### config.mk
export PLATFORM = sky130hd
export DESIGN_NAME = fft_frame_framer
export DESIGN_NICKNAME = d
export VERILOG_FILES = /design/src/rtl/fft_frame_framer.sv
export SDC_FILE = /design/constraint.sdc
export NUM_CORES = 1
export LEC_CHECK = 0
export CORE_ASPECT_RATIO = 0.75
export CORE_UTILIZATION = 40
export CTS_CLUSTER_SIZE = 12
export DETAILED_ROUTE_END_ITERATION = 6
export HOLD_SLACK_MARGIN = 0.06
export MAX_ROUTING_LAYER = met4
export PLACE_DENSITY = 0.88
export SYNTH_ARGS = -nofsm -noshare
export SYNTH_HDL_FRONTEND = slang
export SYNTH_SLANG_ARGS = --single-unit
### constraint.sdc
create_clock -name clk_line -period 1.95 [get_ports clk_line]
set_input_delay 0.39 -clock clk_line [delete_from_list [all_inputs] [get_ports clk_line]]
set_output_delay 0.39 -clock clk_line [all_outputs]
set_load 0.01 [all_outputs]
### src/rtl/fft_frame_framer.sv
// fft_frame_framer: re-frames an AXI-Stream of complex samples into FRAME_LEN-beat FFT frames.
// Define FFT_FRAMER_STATS_EN to add the frames_out / pad_beats / cut_frames counters.
module fft_frame_framer #(
  parameter int BW        = 32,
  parameter int BWB       = BW / 8,
  parameter int FRAME_LEN = 256,
  parameter int CNT_W     = $clog2(FRAME_LEN)
) (
  input  logic             clk_line,
  input  logic             clk_line_rst_high,
  input  logic             plain_start_of_processing,
  input  logic             stream_in_TVALID,
  input  logic [BW-1:0]    stream_in_TDATA,
  input  logic [BWB-1:0]   stream_in_TKEEP,
  input  logic             stream_in_TLAST,
  output logic             stream_in_TREADY,
  output logic             stream_out_TVALID,
  output logic [BW-1:0]    stream_out_TDATA,
  output logic [BWB-1:0]   stream_out_TKEEP,
  output logic             stream_out_TLAST,
  input  logic             stream_out_TREADY,
  output logic [CNT_W-1:0] frame_idx
`ifdef FFT_FRAMER_STATS_EN
  ,
  output logic [31:0]      frames_out,
  output logic [31:0]      pad_beats,
  output logic [15:0]      cut_frames
`endif
);

  typedef enum logic {
    PASS = 1'b0,
    PAD  = 1'b1
  } state_t;

  localparam logic [CNT_W-1:0] LAST = CNT_W'(FRAME_LEN - 1);

  state_t           state;
  state_t           state_nxt;
  logic [CNT_W-1:0] cnt;
  logic             out_free;
  logic             in_ready;
  logic             in_fire;
  logic             pad_fire;
  logic             load;
  logic             at_last;
  logic             at_first;
  logic [BWB-1:0]   unused_keep;

  // Samples are always whole, so input byte enables carry no information.
  assign unused_keep = stream_in_TKEEP;

  always_ff @(posedge clk_line) begin
    if (clk_line_rst_high) begin
      state <= PASS;
    end else begin
      state <= state_nxt;
    end
  end

  always_comb begin
    state_nxt = state;
    unique case (state)
      PASS: begin
        if (in_fire) begin
          if ((stream_in_TLAST || plain_start_of_processing) && !at_last) begin
            state_nxt = PAD;
          end
        end else if (plain_start_of_processing && !at_first) begin
          state_nxt = PAD;
        end
      end
      PAD: begin
        if (pad_fire && at_last) begin
          state_nxt = PASS;
        end
      end
      default: state_nxt = PASS;
    endcase
  end

  always_comb begin
    out_free = !stream_out_TVALID || stream_out_TREADY;
    in_ready = !clk_line_rst_high && (state == PASS) && out_free;
    in_fire  = stream_in_TVALID && in_ready;
    pad_fire = (state == PAD) && out_free;
    load     = in_fire || pad_fire;
    at_last  = (cnt == LAST);
    at_first = (cnt == '0);
  end

  assign stream_in_TREADY = in_ready;

  always_ff @(posedge clk_line) begin
    if (clk_line_rst_high) begin
      stream_out_TVALID <= 1'b0;
      stream_out_TDATA  <= '0;
      stream_out_TKEEP  <= '0;
      stream_out_TLAST  <= 1'b0;
      frame_idx         <= '0;
      cnt               <= '0;
    end else if (load) begin
      stream_out_TVALID <= 1'b1;
      stream_out_TDATA  <= in_fire ? stream_in_TDATA : '0;
      stream_out_TKEEP  <= '1;
      stream_out_TLAST  <= at_last;
      frame_idx         <= cnt;
      cnt               <= cnt + CNT_W'(1);
    end else if (stream_out_TREADY) begin
      stream_out_TVALID <= 1'b0;
    end
  end

`ifdef FFT_FRAMER_STATS_EN
  logic out_hs;
  logic out_pad;
  logic cut_pend;

  assign out_hs = stream_out_TVALID && stream_out_TREADY;

  always_ff @(posedge clk_line) begin
    if (clk_line_rst_high) begin
      out_pad <= 1'b0;
    end else if (load) begin
      out_pad <= pad_fire;
    end
  end

  // A cut only counts once the packet is seen to continue past it.
  always_ff @(posedge clk_line) begin
    if (clk_line_rst_high) begin
      frames_out <= '0;
      pad_beats  <= '0;
      cut_frames <= '0;
      cut_pend   <= 1'b0;
    end else begin
      if (out_hs && stream_out_TLAST && (frames_out != '1)) begin
        frames_out <= frames_out + 32'd1;
      end
      if (out_hs && out_pad && (pad_beats != '1)) begin
        pad_beats <= pad_beats + 32'd1;
      end
      if (in_fire) begin
        cut_pend <= at_last && !stream_in_TLAST;
        if (cut_pend && (cut_frames != '1)) begin
          cut_frames <= cut_frames + 16'd1;
        end
      end else if (plain_start_of_processing) begin
        cut_pend <= 1'b0;
      end
    end
  end
`endif

endmodule

Word-level counts from Yosys, hierarchy flattened

Cells that the tools add are included.

$add $sub $neg: 1
Equality and inequality tests: 1
Mux-type cells: 8
Bitwise logic cells: 1
Reductions and logical operators: 16

Operator list:

| kind                  | number |
|---|---|
| $mux W32              | 1 |
| $add A8 B1 Y8 const B | 1 |
| $eq A8 B8 Y1 const B  | 1 |
| $logic_not A8 Y1      | 1 |
| $logic_and A1 B1 Y1   | 7 |
| $mux W1               | 6 |
| $logic_not A1 Y1      | 4 |
| $logic_or A1 B1 Y1    | 3 |
| $pmux W1 S2           | 1 |
| $reduce_bool A2 Y1    | 1 |
| $not A1 Y1            | 1 |

Bits in registers: 52
Input bits: 42
Output and inout port bits: 47
Word-level logic and storage cells: 34

Longest topological paths before layout

Depth after elaboration: 6
Gate-level depth with buffers: 7
Depth with buffers taken out: 6

Worst setup path before layout

No wires, ideal clock.

Path kind: flip-flop to flip-flop
Start: reg cnt[0]
End: reg state
Library setup time: 0.115 ns
Arrival: 1.432 ns
Required time: 1.835 ns
Setup slack: 0.404 ns
Cell stages (with the launch flop): 7
Buffers on the path: 0
Period minus slack after synthesis: 1.546 ns
Path through: dfxtp_1 > inv_1 > ha_1 > or4b_1 > o41ai_1 > o32ai_1 > o21a_1

Word-level cells in the longest chain between the ends: 6
Elaborated cells between the ends (all ways): 12
Those cells by class: eq/ne (1); mux (5); reduce/logical (6)

RTL lines:

| item                                                    | RTL line | source |
|---|---|---|
| start, declared                                         | 40       | `logic [CNT_W-1:0] cnt;` |
| start signal, assigned                                  | 108      | `cnt <= cnt + CNT_W'(1);` |
| $eq A8 B8 Y1 / $logic_not A8 Y1 (equally long branches) | 88, 89   |  |
| $logic_not A1 Y1, on equally long branches              | 66, 69   |  |
| $logic_and A1 B1 Y1, on equally long branches           | 66, 69   |  |
| $mux W1, on equally long branches                       | 66, 69   |  |
| $mux W1                                                 | 65       | `if (in_fire) begin` |
| $pmux W1 S2 (*)                                         | 63       | `unique case (state)` |
| end signal, assigned                                    | 57       | `state <= state_nxt;` |
| end, declared                                           | 38       | `state_t state;` |

Every way passes the cells marked *; elsewhere a longest branch is shown, timed or not.
A chain may end at the register's enable or synchronous reset.

Worst setup path after layout

Start: reg state
End: out stream_in_TREADY

Word-level cells in the longest chain between the ends: 3

RTL lines:

| item                             | RTL line | source |
|---|---|---|
| $not A1 Y1                       | n/a      |  |
| $logic_and A1 B1 Y1 (2 in a row) | 84       | `in_ready = !clk_line_rst_high && (state == PASS) && out_free;` |
| end, declared                    | 16       | `output logic stream_in_TREADY,` |

No other way between the ends.

==> impl.org <==
** Outcome
- Outcome :: complete, no violations

** Placed design
- Setup slack at placement :: -0.141 ns
- Port Buffer Count :: 84
- Once placement finished, the instance area stood at 2850 µm².
- At the end of routability-driven placement, the weighted congestion stood at 0.845.
- DPL Wire Length :: 3420 µm

** Synthesis
- Cell area after synthesis :: 1960 µm²
- Averaged over all synthesized cells, the footprint is 9.12 µm².
- Yosys warns :: 0
- After synthesis the netlist holds a flip-flop and latch count of 52.
- Library cell occupying the most area in the post-synthesis netlist :: sky130_fd_sc_hd__dfxtp_1
- Post-Syn Nets :: 259
- Of the synthesized area, sequential elements account for 0.531.
- Of the post-synthesis cell area, the dominant cell type holds 0.531.
- The synthesized netlist contains 29 unique library cells.
- Gate count after technology mapping :: 215
- Largest cells by area after synthesis :: sky130_fd_sc_hd__dfxtp_1 53%, sky130_fd_sc_hd__a22oi_1 12%, sky130_fd_sc_hd__nor2_1 7.7%

** Clocking
- Counting along the longest clock path gives a buffer depth of 2.
- Clock Root Buffer :: sky130_fd_sc_hd__clkbuf_8
- Clock latency at the later pin of the worst-skew pair :: 0.29 ns
- TritonCTS built the clock tree.
- Clock tree synthesis inserted a total of 5 buffers.
- Count of hold-fix buffers inserted at cts :: 0
- Number of buffers added for setup after CTS :: 0
- CTS built an H-tree with a depth of 2.
- The tree built by TritonCTS fans out to 52 sinks.
- Register clock-pin slew on the reported worst setup and hold paths :: 0.09 ns

** Floorplanning
- The floorplan step set the die width to 82.8 µm.
- Die area :: 5190 µm²
- Core area :: 4570 µm²
- For this configuration, the core starts out at a cell density of 0.429.
- Number of I/O pins :: 89
- After floorplanning, the core was divided into 21 placement rows.
- Y dimension of the die :: 62.6 µm

** Critical path
- The startpoint identified for the worst register-to-register timing path is cnt[0].
- Levels on crit path :: 4
- Critical path class :: register to output pin
- Largest fanout on the critical path :: 9
- Cell count of the worst reg-to-reg path :: 6
- In this run the critical register-to-register path is captured at state.
- The worst setup path is launched from a register.
- Series of cell instances along the critical path :: nor2_1, nand2_1, inv_1, dlygate4sd2_1
- On the worst path, the slowest cell contributes a delay of 0.57 ns.
- Family of cells with the greatest summed delay on the critical path :: flip-flops
- Together, buffers and inverters on the worst path number 2.
- The worst setup path is captured at an output pin.
- Worst setup path endpoint :: stream_in_TREADY
- For flop-to-flop paths, the worst setup slack is 0.26 ns.
- Required time of the critical path :: 1.56 ns
- STA puts the critical path data arrival time at 1.38 ns.
- The largest individual stage delay along the critical path comes from the cell sky130_fd_sc_hd__dfxtp_1.
- Critical path launch point :: state

** Hold path
- Class of the tightest hold or removal check :: register to register

** Layout
- In the final layout, the share of cells above drive strength 1 is 0.0743.
- Layout overhead on the synthesized area :: 50.4%
- 0 antenna diodes ended up in the layout.
- Total of fill cells in the finished design :: 390
- Once layout is complete, the utilization of the core stands at 0.645.
- Final Cell Area :: 2950 µm²
- The final layout contains 340 nets.

** Timing
- Min Tclk post-route :: 1.77 ns
- Setup repair after global routing left no endpoint under its margin.
- Worst path setup slack after routing :: 0.178 ns
- For the pin with the worst max-slew slack, the measured transition is 0.509 ns.
- Relative slew slack :: 0.661
- Worst-case hold slack :: 0.459 ns
- Between clock sinks in the finished design, the worst skew comes to 0.00337 ns.
- Setup-violating endpoint count in the final report :: 0
- Final critical-path share of the clock period :: 0.909
- Fmax :: 564 MHz
- Number of hold-slack violations in the final timing report :: 0
- The final number of max-transition violations is 0.

** Flow run
- Max Cap Viol :: 0

** Global route
- The number of global-route vias before repair was 1,796.
- Global-route total usage across every layer :: 0.201
- The first global-routing pass estimated 8250 µm of wire.
- The number of antenna violations at the first check in global routing is 0.
- After global routing the overflow that remains totals 0.
- Entering global routing, the biggest net connects 53 pins.

** Pwr
- Maximum resistive drop on vdd :: 0.440 mV
- P_leak :: 1.09 nW
- In this run the power density over the cells is 772 nW/µm².

** Routing
- Total wirelength of the detailed-routed design :: 4890 µm
- The first routing iteration left 96 violations.
- Dividing the detail-routed wire length by the instance count gives 13.9 µm.
- For this run, the detailed router's first-pass iteration total came to 4.
- After detailed routing, the number of vias per cell comes to 5.16.
- Final routed DRC violation total :: 0
- Post-route antenna net violation count :: 0
- Detailed routing inserted a total of 1,821 vias.
sequential cells by signal (all words and copies together), names as in the netlist:
name,flops
cnt,8
frame_idx,8
state,1
stream_out_TDATA,32
stream_out_TKEEP,1
stream_out_TLAST,1
stream_out_TVALID,1
power breakdown:
part	total, mW	switching (mW)	internal [mW]
clock	0.646	0.330	0.317
sequential	1.16	0.0490	1.12
combinational	0.465	0.212	0.252
total	2.28	0.591	1.68
worst register-to-register path, stage by stage, from the launching register on:
cell	delay, ns
sky130_fd_sc_hd__dfxtp_1	0.38
sky130_fd_sc_hd__inv_1	0.08
sky130_fd_sc_hd__ha_1	0.14
sky130_fd_sc_hd__or4b_1	0.43
sky130_fd_sc_hd__o41ai_1	0.26
sky130_fd_sc_hd__o32ai_1	0.12
sky130_fd_sc_hd__o21a_1	0.18
worst min-delay path by stage:
stage / startpoint / endpoint / cells past startpoint
5_1_grt: frame_idx[3] / frame_idx[3] / 2
6_report: stream_out_TLAST / stream_out_TLAST / 2
2_1_floorplan: cnt[5] / frame_idx[5] / 2
4_1_cts: frame_idx[5] / frame_idx[5] / 2
3_5_place_dp: frame_idx[5] / frame_idx[5] / 2
3_3_place_gp: frame_idx[4] / frame_idx[4] / 2
metal layers:
| layer | track usage | routed length (µm) | part of all wire |
|---|---|---|---|
| met4 | 0.0647 | 34 | 0.0070 |
| met1 | 0.254 | 2280 | 0.47 |
| met5 | - | 0 | 0 |
| met2 | 0.307 | 2270 | 0.46 |
| met3 | 0.0634 | 305 | 0.062 |
cell type report:
cell class | count | area, µm² | share of cell area
Tap cell | 57 | 71.3 | 0.0242
Sequential cell | 52 | 1040 | 0.353
Timing Repair Buffer | 95 | 917 | 0.311
Multi-Input combinational cell | 139 | 812 | 0.275
Inverter | 3 | 11.3 | 0.00382
Clock buffer | 7 | 96.3 | 0.0327
cells in the final DEF (no fill, tap or decap), types with 2 or more instances in the layout:
master / count
sky130_fd_sc_hd__clkdlybuf4s50_1: 82
sky130_fd_sc_hd__dfxtp_1: 52
sky130_fd_sc_hd__nor2_1: 40
sky130_fd_sc_hd__a22oi_1: 32
sky130_fd_sc_hd__nand2_1: 24
sky130_fd_sc_hd__a21oi_1: 13
sky130_fd_sc_hd__buf_4: 11
sky130_fd_sc_hd__clkbuf_8: 7
sky130_fd_sc_hd__xor2_1: 4
sky130_fd_sc_hd__inv_1: 3
sky130_fd_sc_hd__o2111ai_1: 3
sky130_fd_sc_hd__o21a_1: 2
sky130_fd_sc_hd__and4_1: 2
sky130_fd_sc_hd__and2_1: 2
sky130_fd_sc_hd__o31ai_1: 2
sky130_fd_sc_hd__or4_1: 2
sky130_fd_sc_hd__ha_1: 2
Yosys cell counts, drive strengths merged:
cell type	instances
or4	2
nand2	24
nor2b	1
o41ai	1
o31ai	2
dfxtp	52
or4b	1
ha	2
buf	10
inv	3
o211ai	1
and4	2
clkbuf	11
xnor2	1
a22oi	32
a31oi	1
o2111ai	3
and2	2
nor2	40
o21ai	2
and3	1
o32ai	1
a21oi	13
o21a	2
nand2b	1
xor2	4
timing repair:
action / in CTS / in global routing
endpoints found under the hold margin: 0 / 0
gates resized for setup: 2 / 0
endpoints found under the setup margin: 1 / 0
per-stage QoR:
stage / cells / setup TNS, ns / total power [mW]
3_3_place_gp: 346 / -0.159 / 1.64
3_5_place_dp: 346 / -0.400 / 1.65
5_1_grt: 353 / 0 / 2.40
6_report: 353 / 0 / 2.28
4_1_cts: 353 / 0 / 2.30
2_1_floorplan: 215 / 0 / 1.41
cell families (layout without fill, tap and decap cells):
family / after synthesis / after routing / synth area share
fa+ha+maj: 2 / 2 / 0.0128
buf+inv: 24 / 105 / 0.0625
xor+xnor: 5 / 5 / 0.0223
simple gates: 74 / 74 / 0.164
flops: 52 / 52 / 0.531
compound gates: 58 / 58 / 0.207
Power figures use the tool's default switching activity.
